--- src/rtl/free_list_ctrl_if.sv ---
// Rename-stage free-list bus: dispatch allocation, retire reclaim and recovery reclaim.
// The master drives requests; the free list (slave) returns the allocated PR and status.
interface free_list_ctrl_if #(
  parameter int unsigned PR_W = 6
);
  logic            alloc_req;
  logic            hazard_stall;
  logic [PR_W-1:0] p_rd_new;
  logic            free_empty;
  logic            retire;
  logic            RegDest_retire;
  logic [PR_W-1:0] PR_old_retire;
  logic            recover;
  logic            RegDest_ROB;
  logic [PR_W-1:0] p_rd_flush;
  logic [PR_W-1:0] free_cnt;
  logic            overflow_err;

  modport master (
    output alloc_req, hazard_stall, retire, RegDest_retire, PR_old_retire,
           recover, RegDest_ROB, p_rd_flush,
    input  p_rd_new, free_empty, free_cnt, overflow_err
  );

  modport slave (
    input  alloc_req, hazard_stall, retire, RegDest_retire, PR_old_retire,
           recover, RegDest_ROB, p_rd_flush,
    output p_rd_new, free_empty, free_cnt, overflow_err
  );
endinterface

--- src/rtl/free_list_ctrl.sv ---
// Physical-register free list: circular FIFO of free PR numbers with one pop
// (dispatch) and up to two pushes (retire, recovery) per cycle.
module free_list_ctrl #(
  parameter int unsigned NUM_PR = 64,
  parameter int unsigned NUM_LR = 32,
  parameter int unsigned PR_W   = 6
) (
  input  logic            clk,
  input  logic            rst,
  free_list_ctrl_if.slave fl
);

  localparam int unsigned DEPTH = NUM_PR - NUM_LR;
  localparam int unsigned PTR_W = $clog2(DEPTH);
  localparam int unsigned CNT_W = PR_W;

  logic [PR_W-1:0]  mem [DEPTH];
  logic [PTR_W-1:0] head_q, tail_q;
  logic [CNT_W-1:0] count_q;
  logic             empty_q;
  logic             overflow_q;

  logic             pop;
  logic             ret_req, flush_req;
  logic             ret_ok, flush_ok;
  logic             ovf_set;
  logic [CNT_W:0]   room;
  logic [PTR_W-1:0] flush_addr;
  logic [PTR_W-1:0] tail_next;
  logic [CNT_W-1:0] count_next;

  // Push/pop qualification; room counts the slot freed by a same-cycle pop.
  always_comb begin
    pop        = fl.alloc_req & ~fl.hazard_stall & ~fl.recover & ~empty_q;
    ret_req    = fl.retire & fl.RegDest_retire & (fl.PR_old_retire != '0);
    flush_req  = fl.recover & fl.RegDest_ROB & (fl.p_rd_flush != '0);
    room       = (CNT_W+1)'(DEPTH) - {1'b0, count_q} + (CNT_W+1)'(pop);
    ret_ok     = ret_req & (room != '0);
    flush_ok   = flush_req & (room > (CNT_W+1)'(ret_ok));
    ovf_set    = (ret_req & ~ret_ok) | (flush_req & ~flush_ok);
    flush_addr = tail_q + PTR_W'(ret_ok);
    tail_next  = tail_q + PTR_W'(ret_ok) + PTR_W'(flush_ok);
    count_next = count_q + CNT_W'(ret_ok) + CNT_W'(flush_ok) - CNT_W'(pop);
  end

  always_ff @(posedge clk or posedge rst) begin
    if (rst) begin
      for (int i = 0; i < DEPTH; i++) mem[i] <= PR_W'(NUM_LR + i);
      head_q     <= '0;
      tail_q     <= '0;
      count_q    <= CNT_W'(DEPTH);
      empty_q    <= 1'b0;
      overflow_q <= 1'b0;
    end else begin
      if (ret_ok)   mem[tail_q]     <= fl.PR_old_retire;
      if (flush_ok) mem[flush_addr] <= fl.p_rd_flush;
      if (pop)      head_q          <= head_q + PTR_W'(1);
      tail_q     <= tail_next;
      count_q    <= count_next;
      empty_q    <= (count_next == '0);
      overflow_q <= overflow_q | ovf_set;
    end
  end

  // Offered PR is a read of the head slot; map_table samples it on the pop edge.
  assign fl.p_rd_new     = mem[head_q];
  assign fl.free_empty   = empty_q;
  assign fl.free_cnt     = count_q;
  assign fl.overflow_err = overflow_q;

endmodule

--- src/flat_wrapper.sv ---
// flat-port wrapper written by rule: the top's interface ports become plain ports
module free_list_ctrl_flat 
#(
  parameter int unsigned NUM_PR = 64,
  parameter int unsigned NUM_LR = 32,
  parameter int unsigned PR_W   = 6
)
  (clk, rst, fl_alloc_req, fl_hazard_stall, fl_retire, fl_RegDest_retire, fl_PR_old_retire, fl_recover, fl_RegDest_ROB, fl_p_rd_flush, fl_p_rd_new, fl_free_empty, fl_free_cnt, fl_overflow_err);
  free_list_ctrl_if #(.PR_W(PR_W)) fl_i ();
  input  logic clk;
  input  logic rst;
  input wire logic [$bits(fl_i.alloc_req)-1:0] fl_alloc_req;
  input wire logic [$bits(fl_i.hazard_stall)-1:0] fl_hazard_stall;
  input wire logic [$bits(fl_i.retire)-1:0] fl_retire;
  input wire logic [$bits(fl_i.RegDest_retire)-1:0] fl_RegDest_retire;
  input wire logic [$bits(fl_i.PR_old_retire)-1:0] fl_PR_old_retire;
  input wire logic [$bits(fl_i.recover)-1:0] fl_recover;
  input wire logic [$bits(fl_i.RegDest_ROB)-1:0] fl_RegDest_ROB;
  input wire logic [$bits(fl_i.p_rd_flush)-1:0] fl_p_rd_flush;
  output wire logic [$bits(fl_i.p_rd_new)-1:0] fl_p_rd_new;
  output wire logic [$bits(fl_i.free_empty)-1:0] fl_free_empty;
  output wire logic [$bits(fl_i.free_cnt)-1:0] fl_free_cnt;
  output wire logic [$bits(fl_i.overflow_err)-1:0] fl_overflow_err;
  assign fl_i.alloc_req = fl_alloc_req;
  assign fl_i.hazard_stall = fl_hazard_stall;
  assign fl_i.retire = fl_retire;
  assign fl_i.RegDest_retire = fl_RegDest_retire;
  assign fl_i.PR_old_retire = fl_PR_old_retire;
  assign fl_i.recover = fl_recover;
  assign fl_i.RegDest_ROB = fl_RegDest_ROB;
  assign fl_i.p_rd_flush = fl_p_rd_flush;
  assign fl_p_rd_new = fl_i.p_rd_new;
  assign fl_free_empty = fl_i.free_empty;
  assign fl_free_cnt = fl_i.free_cnt;
  assign fl_overflow_err = fl_i.overflow_err;
  free_list_ctrl #(.NUM_PR(NUM_PR), .NUM_LR(NUM_LR), .PR_W(PR_W)) u_core (.clk(clk), .rst(rst), .fl(fl_i));
endmodule
--- config.mk ---
export PLATFORM = sky130hd
export DESIGN_NAME = free_list_ctrl_flat
export DESIGN_NICKNAME = d
export VERILOG_FILES = /design/src/rtl/free_list_ctrl_if.sv /design/src/rtl/free_list_ctrl.sv /design/src/flat_wrapper.sv
export SDC_FILE = /design/constraint.sdc
export NUM_CORES = 1
export LEC_CHECK = 0
export ABC_AREA = 1
export BUFFER_PORTS_ARGS = -buffer_cell sky130_fd_sc_hd__buf_2
export CAP_MARGIN = 20
export CORE_AREA = 8 8 147 204
export DETAILED_ROUTE_END_ITERATION = 10
export DIE_AREA = 0 0 155 212
export PLACE_DENSITY = 0.73
export SLEW_MARGIN = 20
export SYNTH_ARGS = -nofsm -noshare
export SYNTH_HDL_FRONTEND = slang
export SYNTH_SLANG_ARGS = --single-unit
--- constraint.sdc ---
create_clock -name clk -period 13.17 [get_ports clk]
set_input_delay 2.634 -clock clk [delete_from_list [all_inputs] [get_ports clk]]
set_output_delay 2.634 -clock clk [all_outputs]
set_load 0.05 [all_outputs]
* Word-level counts from Yosys, hierarchy flattened *
Index checks and enable logic that the tools add are counted.

storage, ports and cells
  output and inout port bits = 14
  register bits after elaboration = 210
  input bits = 20

cells by class
  mux-type cells = 11
  $lt $le $gt $ge = 6
  reduce and logical (&&, ||, !) cells = 6
  bitwise logic cells = 21
  $add $sub $neg = 8

operator list
  kind                   number
  $bwmux W192            2
  $mux W192              2
  $demux W6 S5           2
  $bmux W6 S5            1
  $mux W6                4
  $ge A6 B6 Y1 const B   3
  $not A5 Y6             3
  $add A6 B1 Y6          2
  $lt A6 B1 Y1 const B   2
  $reduce_bool A6 Y1     2
  $and A1 B1 Y1          11
  $add A5 B1 Y5          2
  $add A7 B1 Y7          1
  $gt A7 B1 Y1           1
  $reduce_bool A7 Y1     1
  $sub A6 B6 Y7 const A  1
  $logic_not A6 Y1       1
  $sub A6 B1 Y6          1
  $add A5 B1 Y5 const B  1
  $not A1 Y1             5
  $logic_and A1 B1 Y1    2
  $or A1 B1 Y1           2

* Logic depth before layout (Yosys ltp) *
Gate-level depths: netlist of the first run.

  word-level depth = 15
  depth in mapped cells = 31

* Worst setup path after synthesis of the first run *
Ideal clock, no wire load.

  kind = input to register
  start = input port fl_recover
  end = register u_core.empty_q, in the netlist u_core.fl.free_empty
  setup slack = 6.710 ns
  data arrival time = 6.389 ns
  required time = 13.099 ns
  stages = 27
  buffers on the path = 2
  cell sequence = nor2_1 nand2_1 ha_1 inv_2 ha_1 nand2_1 nor2_1 nor2_1 nor2_2 nand2_2 clkbuf_1 nand2_1 inv_1 ha_1 o21ai_0 nor2_1 nand2_2 buf_4 nand2_1 fa_1 fa_1 nor2_1 o21ai_0 nand2_1 xor2_1 nand3_1 nor2_1

on the way
  longest elaborated chain between the ends = 11
  elaborated cells between the ends (all ways) = 14
  classes of those cells = add/sub (4); order compare (1); bitwise (7); reduce/logical (2)

RTL lines
  what                        line                  RTL
  start, declared             flat_wrapper.sv:17    input wire logic [$bits(fl_i.recover)-1:0] fl_recover;
  $not A1 Y1                  free_list_ctrl.sv:34  pop = fl.alloc_req & ~fl.hazard_stall & ~fl.recover & ~empty_q;
  $and A1 B1 Y1 (2 in a row)  free_list_ctrl.sv:34
  $add A7 B1 Y7               free_list_ctrl.sv:37  room = (CNT_W+1)'(DEPTH) - {1'b0, count_q} + (CNT_W+1)'(pop);
  $reduce_bool A7 Y1          free_list_ctrl.sv:38  ret_ok = ret_req & (room != '0);
  $and A1 B1 Y1               free_list_ctrl.sv:38
  $gt A7 B1 Y1                free_list_ctrl.sv:39  flush_ok = flush_req & (room > (CNT_W+1)'(ret_ok));
  $and A1 B1 Y1               free_list_ctrl.sv:39
  $add A6 B1 Y6               free_list_ctrl.sv:43  count_next = count_q + CNT_W'(ret_ok) + CNT_W'(flush_ok) - CNT_W'(pop);
  $sub A6 B1 Y6 *             free_list_ctrl.sv:43
  $logic_not A6 Y1 *          free_list_ctrl.sv:60  empty_q <= (count_next == '0);
  end signal, assigned        free_list_ctrl.sv:60
  end, declared               free_list_ctrl.sv:20  logic empty_q;

Every way passes the cells marked *; elsewhere a longest branch is shown, timed or not.
A chain may end at the register's enable or synchronous reset.

* Worst setup path after layout of the first run *
Ends and elaborated chain as after synthesis.

==> flow_metrics.py, run 1 <==
metrics = {
    "outcome": {
        "status": "complete, no violations",
    },
    "synth": {
        "syn_area_per_cell_um2": 6.12,
        "yosysMostFrequentCell": "nor2_1",
        "synthTopCellsByArea": "nor2_1, dfstp_2, dfrtp_1",
        "synth_edf_count": 0,
        "yosysSeqAreaShare": 0.339,
        "synth_seq_cells": 210,
        "yosysTopAreaCell": "nor2_1",
        "yosysWarnings": 0,
        "synthDistinctLibCells": 31,
        "netlist_area_um2": 15900,
        "async_flop_share": 1.00,
        "synth_top_area_share": 0.227,
        "synth_fp_nets": 2635,
        "synth_cells": 2596,
        "synth_ff_type": "dfstp_2",
        "synthTopCellsByCount": "nor2_1, nand2_1, inv_1, nand3_1, o21ai_0",
    },
    "placed_design": {
        "gp_congestion": 0.901,
        "port-buffer-count": 33,
        "dp_hpwl_um": 30400,
    },
    "pwr": {
        "power_frac_comb": 0.494,
        "power_frac_seq": 0.331,
        "cellPowerDensity_nw_per_um2": 232,
        "total_leakage_power_nw": 9.63,
        "peakVddDrop_mv": 0.207,
        "power_frac_clock": 0.175,
        "p_total_w": 0.00384,
        "p_switching_w": 0.00185,
        "p_int_w": 0.00199,
        "switching_share": 0.482,
    },
    "timing": {
        "tightest_slew_ns": 1.16,
        "setup_viol": 0,
        "period_share": 0.572,
        "setup-tns-final_ns": 0,
        "finalMaxSlewViolations": 0,
        "skew_ns": 0.00808,
        "timing_hold_violations_final": 0,
        "fmax_ghz": 0.133,
        "period_minus_slack_ns": 7.54,
        "rsz0062_at_grt": "false",
        "max-slew-margin-rel": 0.228,
    },
    "job": {
        "drv_cap": 0,
    },
    "floorplanning": {
        "die_w_um": 155,
        "fp.coreArea_um2": 27100,
        "initial_utilization": 0.586,
        "rows": 72,
        "dieHeight_um": 212,
        "ioPinCount": 34,
        "dieArea_um2": 32900,
    },
    "setup_path": {
        "crit_type": "in -> reg",
        "crit_family": "simple AND/OR/NAND/NOR gates",
        "worstPathRequired_ns": 13.63,
        "endpoint_kind": "flop",
        "path_max_fanout": 152,
        "critPathSlowestCell": "nand2_2",
        "cp.arrival_ns": 8.00,
        "cp_num_buf_inv": 3,
        "crit_path_start_kind": "input port",
        "slowest_delay_ns": 0.75,
        "crit_path_frequent_cell": "nand2_1",
    },
    "routing": {
        "drc_errors": 0,
        "via_count": 16193,
        "vias_per_cell": 5.58,
        "finalWirelength_um": 51700,
        "initialDrtViolationCount": 1556,
        "detail_route.wl_per_cell_um": 17.8,
        "dr.pass1.iters": 6,
        "detail-route-antenna-nets": 0,
    },
    "clocking": {
        "cts-hold-fix-buffers": 0,
        "clock_sinks": 210,
        "cts_tree": "done",
        "cts_made_buffers": 24,
        "clockRootBuffer": "clkbuf_16",
        "cts_resized": 0,
        "htree_levels": 1,
        "clk_latency_ns": 0.53,
        "clk_pin_slew_ns": 0.06,
        "clockBufferDepth": 3,
        "post_cts_buffers": 0,
    },
    "grt": {
        "grt_overflow_total": 0,
        "grt_start_max_net_pins": 153,
        "grt_pass1_vias": 15193,
        "grtUsageTotal": 0.312,
        "grt_antenna_before_repair": 0,
        "grt_pass1_wl_um": 81600,
    },
    "finish": {
        "drive_gt1_frac": 0.111,
        "antenna_cells": 0,
        "areaGrowthSynthToFinish_pct": 4.03,
        "nets": 2551,
        "nFillCells": 2627,
    },
    "worst_hold_path": {
        "hold_class": "reg -> reg",
    },
}
-- power groups by stage --
stage	registers (W)	logic, W	clock network, W
after floorplan	0.00123	0.00135	0
after global placement	0.00126	0.00180	0
after detailed placement	0.00127	0.00185	0
after CTS	0.00126	0.00185	0.000678
after global routing	0.00131	0.00210	0.000703
final	0.00127	0.00190	0.000674
-- worst register-to-register path, stage by stage (launching register included) --
cell     delay [ns]
dfrtp_1        0.41
nor2_1         0.09
nand2_1        0.12
ha_1           0.21
inv_2          0.08
ha_1           0.21
nand2_1        0.07
nand2_1        0.05
nand3_1        0.08
nor2_1         0.28
nand2_8        0.56
nand2_1        0.32
inv_1          0.10
ha_1           0.29
o21ai_0        0.15
nor2_1         0.08
nand2_2        0.75
nand2_1        0.23
fa_1           0.50
fa_1           0.44
nor2_1         0.12
o21ai_0        0.08
nand2_1        0.07
xor2_1         0.19
nand3_1        0.10
nor2_1         0.11
-- registers in the layout, summed over array words and instances, names as in the netlist --
register / cells
u_core.head_q: 5
u_core.mem: 192
u_core.tail_q: 5
u_core.fl.overflow_err: 1
u_core.fl.free_empty: 1
u_core.fl.free_cnt: 6
-- final timing paths --
kind	endpoint	slack (ns)	startpoint	depth (start not counted)
min in group asynchronous	u_core.mem[43]	2.15	rst	2
setup / recovery	u_core.fl.free_empty	5.63	fl_recover	26
setup reg to reg	u_core.fl.free_empty	7.43	u_core.fl.free_empty	25
max in group asynchronous	u_core.mem[61]	8.99	rst	4
hold / removal	u_core.fl.overflow_err	0.49	u_core.fl.overflow_err	2
hold reg to reg	u_core.fl.overflow_err	0.49	u_core.fl.overflow_err	2
-- cell usage in the layout (no fill, tap or decap), types with 32 or more instances in the layout --
cell type and n:
buf_2 33, clkinv_1 32, dfrtp_1 96, dfstp_2 113
inv_1 245, nand2_1 480, nand3_1 232, nand3_2 58
nor2_1 960, o21ai_0 114
-- area by class of cell --
class	instances	area, µm²	share of cell area
clock buffer	40	752	0.0455
clock inverter	4	20.0	0.00121
inverter	283	1070	0.0650
multi-input combinational	1939	8510	0.514
sequential	210	5400	0.326
tap	370	463	0.0280
timing repair buffer	54	327	0.0197
-- kinds of logic (layout without fill, tap and decap cells) --
logic type	after synthesis	after routing	share of synthesized area
AOI/OAI and AO/OA	162	162	0.0557
xor gates and xnor gates	9	9	0.00496
adders and majority gates	19	19	0.0159
buffers and inverters	447	381	0.126
DFF	210	210	0.339
and+or+nand+nor	1749	1749	0.458
-- layer usage --
| layer | GRT usage | wire, µm | vias up | share of wire |
|---|---|---|---|---|
| met3 | 0.0525 | 4940 | 193 | 0.095 |
| met5 | 0 | 0 | - | 0 |
| met2 | 0.517 | 24100 | 834 | 0.47 |
| met4 | 0.168 | 2810 | 0 | 0.054 |
| li1 | - | - | 7758 | - |
| met1 | 0.384 | 19900 | 7408 | 0.39 |
-- per-stage QoR --
step / hold WS [ns] / setup WS (ns) / std cells / utilization / instance area, µm²
final: 0.488 / 5.63 / 2900 / 0.610 / 16500
after global routing: 0.505 / 5.08 / 2900 / 0.610 / 16500
after CTS: 0.497 / 5.57 / 2900 / 0.610 / 16500
after detailed placement: 0.476 / 5.00 / 2856 / 0.581 / 15800
after global placement: 0.470 / 5.16 / 2856 / 0.581 / 15800
after floorplan: 0.529 / 4.99 / 2596 / - / 15900
No activity file was read; power rests on OpenSTA's default activity.
==> run 2, diff against run 1 <==
--- a/config.mk
+++ b/config.mk
@@ -5,12 +5,12 @@
 export SDC_FILE = /design/constraint.sdc
 export NUM_CORES = 1
 export LEC_CHECK = 0
-export ABC_AREA = 1
+export ABC_AREA = 0
 export BUFFER_PORTS_ARGS = -buffer_cell sky130_fd_sc_hd__buf_2
 export CAP_MARGIN = 20
-export CORE_AREA = 8 8 147 204
+export CORE_AREA = 8 8 136 188
 export DETAILED_ROUTE_END_ITERATION = 10
-export DIE_AREA = 0 0 155 212
+export DIE_AREA = 0 0 144 196
 export PLACE_DENSITY = 0.73
 export SLEW_MARGIN = 20
 export SYNTH_ARGS = -nofsm -noshare
==> constraint.sdc (replaced) <==
create_clock -name clk -period 6.3 [get_ports clk]
set_input_delay 1.26 -clock clk [delete_from_list [all_inputs] [get_ports clk]]
set_output_delay 1.26 -clock clk [all_outputs]
set_load 0.05 [all_outputs]
==> flow_metrics.py, run 2 <==
metrics = {
    "placed_design": {
        "gp_congestion": 1.01,
        "port-buffer-count": 33,
        "place_ws_ns": 0.376,
        "dp_cells": 1336,
        "dp_hpwl_um": 21900,
    },
    "timing": {
        "skew_ns": 0.0115,
        "period_minus_slack_ns": 5.38,
        "whs_ns": 0.517,
        "tightest_slew_ns": 1.06,
        "setup_ws_ns": 0.922,
        "setup_viol": 0,
        "setup-tns-final_ns": 0,
        "max-slew-margin-rel": 0.292,
        "rsz0062_at_grt": "false",
        "timing_hold_violations_final": 0,
        "finalMaxSlewViolations": 0,
        "fmax_ghz": 0.186,
        "period_share": 0.854,
    },
    "floorplanning": {
        "die_w_um": 144,
        "fp.coreArea_um2": 22900,
        "dieArea_um2": 28200,
        "rows": 66,
        "dieHeight_um": 196,
        "ioPinCount": 34,
        "initial_utilization": 0.554,
    },
    "clocking": {
        "clk_pin_slew_ns": 0.06,
        "clock_sinks": 210,
        "clockBufferDepth": 3,
        "cts_tree": "done",
        "clockRootBuffer": "clkbuf_16",
        "clk_latency_ns": 0.52,
        "post_cts_buffers": 0,
        "htree_levels": 1,
        "cts_resized": 0,
        "cts_made_buffers": 23,
        "cts-hold-fix-buffers": 0,
    },
    "finish": {
        "seq_area_um2": 5400,
        "nFillCells": 1821,
        "nets": 1095,
        "antenna_cells": 0,
        "mostFrequentLayoutCell": "mux2_2",
        "drive_gt1_frac": 0.408,
        "multi_input_area_um2": 6880,
        "regMostFlops": "u_core.mem",
        "largest_register_ffs": 192,
        "areaGrowthSynthToFinish_pct": 8.66,
        "instances_no_fill": 1378,
        "mostFrequentLayoutCells": "mux2_2, nor2_1, dfstp_2",
    },
    "synth": {
        "synthDistinctLibCells": 51,
        "yosysSeqAreaShare": 0.426,
        "yosysTopAreaCell": "dfstp_2",
        "yosysMostFrequentCell": "mux2_2",
        "synth_top_area_share": 0.234,
        "async_flop_share": 1.00,
        "synth_seq_cells": 210,
        "netlist_area_um2": 12700,
        "synth_cells": 1070,
        "syn_area_per_cell_um2": 11.9,
        "synthTopCellsByCount": "mux2_2, nor2_1, dfstp_2, dfrtp_1, mux2i_1",
        "synth_fp_nets": 1109,
        "synthTopCellsByArea": "dfstp_2, dfrtp_1, mux2_2",
        "synth_ff_type": "dfstp_2",
        "yosysWarnings": 0,
        "synth_edf_count": 0,
    },
    "pwr": {
        "total_leakage_power_nw": 6.16,
        "p_total_w": 0.00702,
        "cellPowerDensity_nw_per_um2": 509,
        "peakVddDrop_mv": 0.270,
    },
    "grt": {
        "grt_pass1_vias": 8926,
        "grt_start_max_net_pins": 103,
        "grtUsageTotal": 0.236,
        "grt_antenna_before_repair": 0,
        "grt_pass1_wl_um": 51700,
        "grt_overflow_total": 0,
    },
    "setup_path": {
        "endpoint_kind": "flop",
        "worstPathRequired_ns": 6.67,
        "cp.arrival_ns": 5.75,
        "path_max_fanout": 7,
        "crit_type": "in -> reg",
        "crit_path_start_kind": "input port",
    },
    "outcome": {
        "status": "complete, no violations",
    },
    "routing": {
        "detail-route-antenna-nets": 0,
        "finalWirelength_um": 32200,
        "via_count": 8555,
        "vias_per_cell": 6.21,
        "initialDrtViolationCount": 641,
        "dr.pass1.iters": 5,
        "detail_route.wl_per_cell_um": 23.3,
        "drc_errors": 0,
    },
    "job": {
        "drv_cap": 0,
    },
    "worst_hold_path": {
        "hold_class": "reg -> reg",
    },
}
==> run 2: cell count changes after synthesis, sizes merged, moves of 97 or more <==
cell   previous run  this run
nor2            967       115
nand2           485        21
nand3           290        11
inv             251        16
mux2              0       199
mux2i             0        97
==> run 2: worst paths after layout <==
| kind | startpoint | to | slack (ns) | depth (start not counted) |
|---|---|---|---|---|
| worst max-delay path | fl_recover | u_core.fl.free_empty | 0.92 | 21 |
| worst min-delay path | u_core.fl.overflow_err | u_core.fl.overflow_err | 0.52 | 2 |
| worst max register to register | u_core.fl.free_empty | u_core.fl.free_empty | 1.41 | 20 |
| worst min register to register | u_core.fl.overflow_err | u_core.fl.overflow_err | 0.52 | 2 |
| max in group asynchronous | rst | u_core.mem[6] | 3.98 | 3 |
| min in group asynchronous | rst | u_core.mem[86] | 0.96 | 2 |
==> run 2: cell families (layout without fill, tap and decap cells) <==
logic type,count (synthesis),count (layout),synth area share
muxes,356,356,0.360
buffers and inverters,107,109,0.0324
DFF,210,210,0.426
and+or+nand+nor,218,218,0.0857
xor gates and xnor gates,15,15,0.0104
AOI/OAI and AO/OA,145,145,0.0663
adders and majority gates,19,19,0.0199
==> run 2: layout make-up <==
class	instances	area share
Timing Repair Buffer	52	0.0247
Inverter	16	0.00463
Multi-Input combinational cell	753	0.499
Tap cell	306	0.0278
Sequential cell	210	0.392
Clock buffer	33	0.0459
Clock inverter	8	0.00563
==> run 2: where the power goes <==
part | switching (W) | total (W) | internal, W
sequential | 0.000518 | 0.00269 | 0.00217
combinational | 0.00151 | 0.00303 | 0.00152
clock | 0.000554 | 0.00130 | 0.000742
==> run 2: per-layer routing <==
| metal | vias to the layer above | track usage | share of wire |
|---|---|---|---|
| met5 | - | 0 | 0 |
| met4 | 0 | 0.0821 | 0.030 |
| met3 | 54 | 0.0255 | 0.042 |
| met2 | 230 | 0.419 | 0.53 |
| met1 | 4339 | 0.291 | 0.40 |
| li1 | 3932 | - | - |
==> run 2: critical path: stages <==
cell,delay [ns]
buf_2,0.13
nor4b_2,0.31
inv_1,0.08
ha_1,0.21
inv_1,0.06
ha_1,0.20
xnor2_1,0.10
nor3b_1,0.28
and4_1,0.44
nor2_1,0.14
ha_1,0.32
or2_2,0.30
a21oi_1,0.21
inv_1,0.09
fa_1,0.43
nand2b_1,0.16
a21oi_1,0.18
o21bai_1,0.10
nor4b_1,0.15
a2111oi_0,0.53
nor4b_1,0.10
==> run 2: through the flow <==
stage	instance area (µm²)	utilization
after floorplan	12700	-
after global placement	13000	0.570
after detailed placement	13000	0.570
after CTS	13800	0.601
after global routing	13800	0.602
final	13800	0.602
==> run 3, diff against run 2 <==
==> constraint.sdc (replaced) <==
create_clock -name clk -period 6.3 [get_ports clk]
set_input_delay 0.945 -clock clk [delete_from_list [all_inputs] [get_ports clk]]
set_output_delay 0.945 -clock clk [all_outputs]
set_load 0.05 [all_outputs]
==> flow_metrics.py, run 3 (same netlist as run 2, synthesis figures left out) <==
metrics = {
    "outcome": {
        "status": "complete, no violations",
    },
    "floorplanning": {
        "rows": 66,
        "die_w_um": 144,
        "ioPinCount": 34,
        "initial_utilization": 0.554,
        "dieHeight_um": 196,
        "dieArea_um2": 28200,
        "fp.coreArea_um2": 22900,
    },
    "finish": {
        "drive_gt1_frac": 0.403,
        "mostFrequentLayoutCell": "mux2_2",
        "regMostFlops": "u_core.mem",
        "largest_register_ffs": 192,
        "instances_no_fill": 1372,
        "mostFrequentLayoutCells": "mux2_2, nor2_1, dfstp_2",
        "areaGrowthSynthToFinish_pct": 7.71,
        "nets": 1090,
    },
    "routing": {
        "wl_met1_um": 13300,
        "highest_layer": "met4",
        "detail_route.wl_per_cell_um": 24.5,
        "drc_errors": 0,
        "finalWirelength_um": 33700,
        "dr.pass1.iters": 6,
        "detail-route-antenna-nets": 0,
        "via_count": 8616,
        "vias_per_cell": 6.28,
        "initialDrtViolationCount": 612,
        "routed-wl-met3_um": 1260,
        "met2_length_um": 18000,
    },
    "placed_design": {
        "dp_cells": 1334,
        "dp_hpwl_um": 22600,
        "place_ws_ns": 0.623,
        "port-buffer-count": 33,
        "gp_congestion": 0.954,
    },
    "worst_hold_path": {
        "whs_endpoint": "u_core.fl.overflow_err",
        "min_from": "u_core.fl.overflow_err",
        "min_path_cells": 2,
        "hold_class": "reg -> reg",
    },
    "setup_path": {
        "r2r_slack_ns": 1.27,
        "critPathSlowestCell": "a2111oi_0",
        "crit_family": "simple AND/OR/NAND/NOR gates",
        "reg2regPathDepth": 21,
        "crit_type": "in -> reg",
        "r2r-start": "u_core.fl.free_empty",
        "worstPathRequired_ns": 6.66,
        "crit_path_start_kind": "input port",
        "cp.arrival_ns": 5.59,
        "cp_num_buf_inv": 5,
        "worstPathCellList": "buf_2 > nor4b_2 > buf_4 > inv_1 > ha_1 > inv_1 > ha_1 > xnor2_1 > nor3b_1 > and4_1 > nor2_1 > ha_1 > or2_2 > a21oi_1 > inv_1 > fa_1 > nand2b_1 > a21oi_1 > o21bai_1 > nor4b_1 > a2111oi_0 > nor4b_1",
        "r2r_end": "u_core.fl.free_empty",
        "path_max_fanout": 7,
        "endpoint_kind": "flop",
        "slowest_delay_ns": 0.63,
    },
    "timing": {
        "fmax_ghz": 0.191,
        "finalMaxSlewViolations": 0,
        "rsz0062_at_grt": "false",
        "setup_ws_ns": 1.07,
        "skew_ns": 0.0270,
        "period_minus_slack_ns": 5.23,
        "whs_ns": 0.523,
        "setup_viol": 0,
        "max-slew-margin-rel": 0.258,
        "period_share": 0.829,
        "setup-tns-final_ns": 0,
        "tightest_slew_ns": 1.11,
        "timing_hold_violations_final": 0,
    },
    "pwr": {
        "power_frac_seq": 0.392,
        "cellPowerDensity_nw_per_um2": 508,
        "power_frac_clock": 0.172,
        "total_leakage_power_nw": 6.11,
        "p_int_w": 0.00434,
        "power_frac_comb": 0.436,
        "switching_share": 0.374,
        "p_switching_w": 0.00259,
        "peakVddDrop_mv": 0.301,
    },
    "clocking": {
        "post_cts_buffers": 0,
        "htree_levels": 1,
        "clockBufferDepth": 3,
        "cts-hold-fix-buffers": 0,
        "clockRootBuffer": "clkbuf_16",
        "clk_pin_slew_ns": 0.07,
        "clk_latency_ns": 0.51,
        "cts_made_buffers": 21,
        "cts_tree": "done",
        "clock_sinks": 210,
        "cts_resized": 0,
    },
    "grt": {
        "grt_pass1_wl_um": 53000,
        "grt_antenna_before_repair": 0,
        "grt_pass1_vias": 9058,
        "grt_overflow_total": 0,
        "grtUsageTotal": 0.246,
        "grt_start_max_net_pins": 121,
    },
    "job": {
        "drv_cap": 0,
    },
}
## run 3: cell types whose count changed in the layout (fill, tap and decap cells not counted), sizes merged
| cell | delta |
|---|---|
| buf | -3 |
| clkinvlp | -2 |
| bufinv | -1 |
| clkbuf | +1 |
| clkinv | -1 |
| diode | +1 |
| inv | -1 |
## run 3: layout make-up
cell class,count,area (µm²)
Timing Repair Buffer,49,298
Tap cell,306,383
Multi-Input combinational cell,753,6880
Clock inverter,3,15.0
Antenna cell,1,2.50
Sequential cell,210,5400
Fill cell,1850,9220
Inverter,16,63.8
Clock buffer,34,614
## run 3: stage by stage
| step | util | cell area, µm² | power (W) |
|---|---|---|---|
| floorplan | - | 12700 | 0.00493 |
| global placement | 0.570 | 13000 | 0.00564 |
| CTS | 0.597 | 13700 | 0.00695 |
| global route | 0.597 | 13700 | 0.00729 |
| detailed placement | 0.570 | 13000 | 0.00574 |
| finish | 0.597 | 13700 | 0.00694 |
## run 3: power by group through the flow
stage               Sequential [W]  Clock [W]  Combinational, W
global placement           0.00270          0           0.00294
CTS                        0.00271    0.00121           0.00303
detailed placement         0.00273          0           0.00301
global route               0.00280    0.00127           0.00323
floorplan                  0.00248          0           0.00245
finish                     0.00272    0.00119           0.00302
## run 3: worst min-delay path, cell delays in order, from the launching register on
cell     delay [ns]
dfrtp_1        0.38
a21oi_1        0.05
o21ai_0        0.06
## run 3: worst max path at each step
stage	startpoint	end	slack (ns)	depth (start not counted)
floorplan	fl_hazard_stall	u_core.fl.free_empty	0.81	22
global placement	fl_recover	u_core.fl.free_empty	0.84	22
detailed placement	fl_recover	u_core.fl.free_empty	0.62	22
CTS	fl_recover	u_core.fl.free_empty	1.14	22
global route	fl_recover	u_core.fl.free_empty	0.69	22
finish	fl_recover	u_core.fl.free_empty	1.07	22
## run 3: per-layer routing
metal / track usage / up-vias
met4: 0.0899 / 0
met2: 0.446 / 195
met3: 0.0302 / 70
li1: - / 3920
met5: 0 / -
met1: 0.291 / 4431
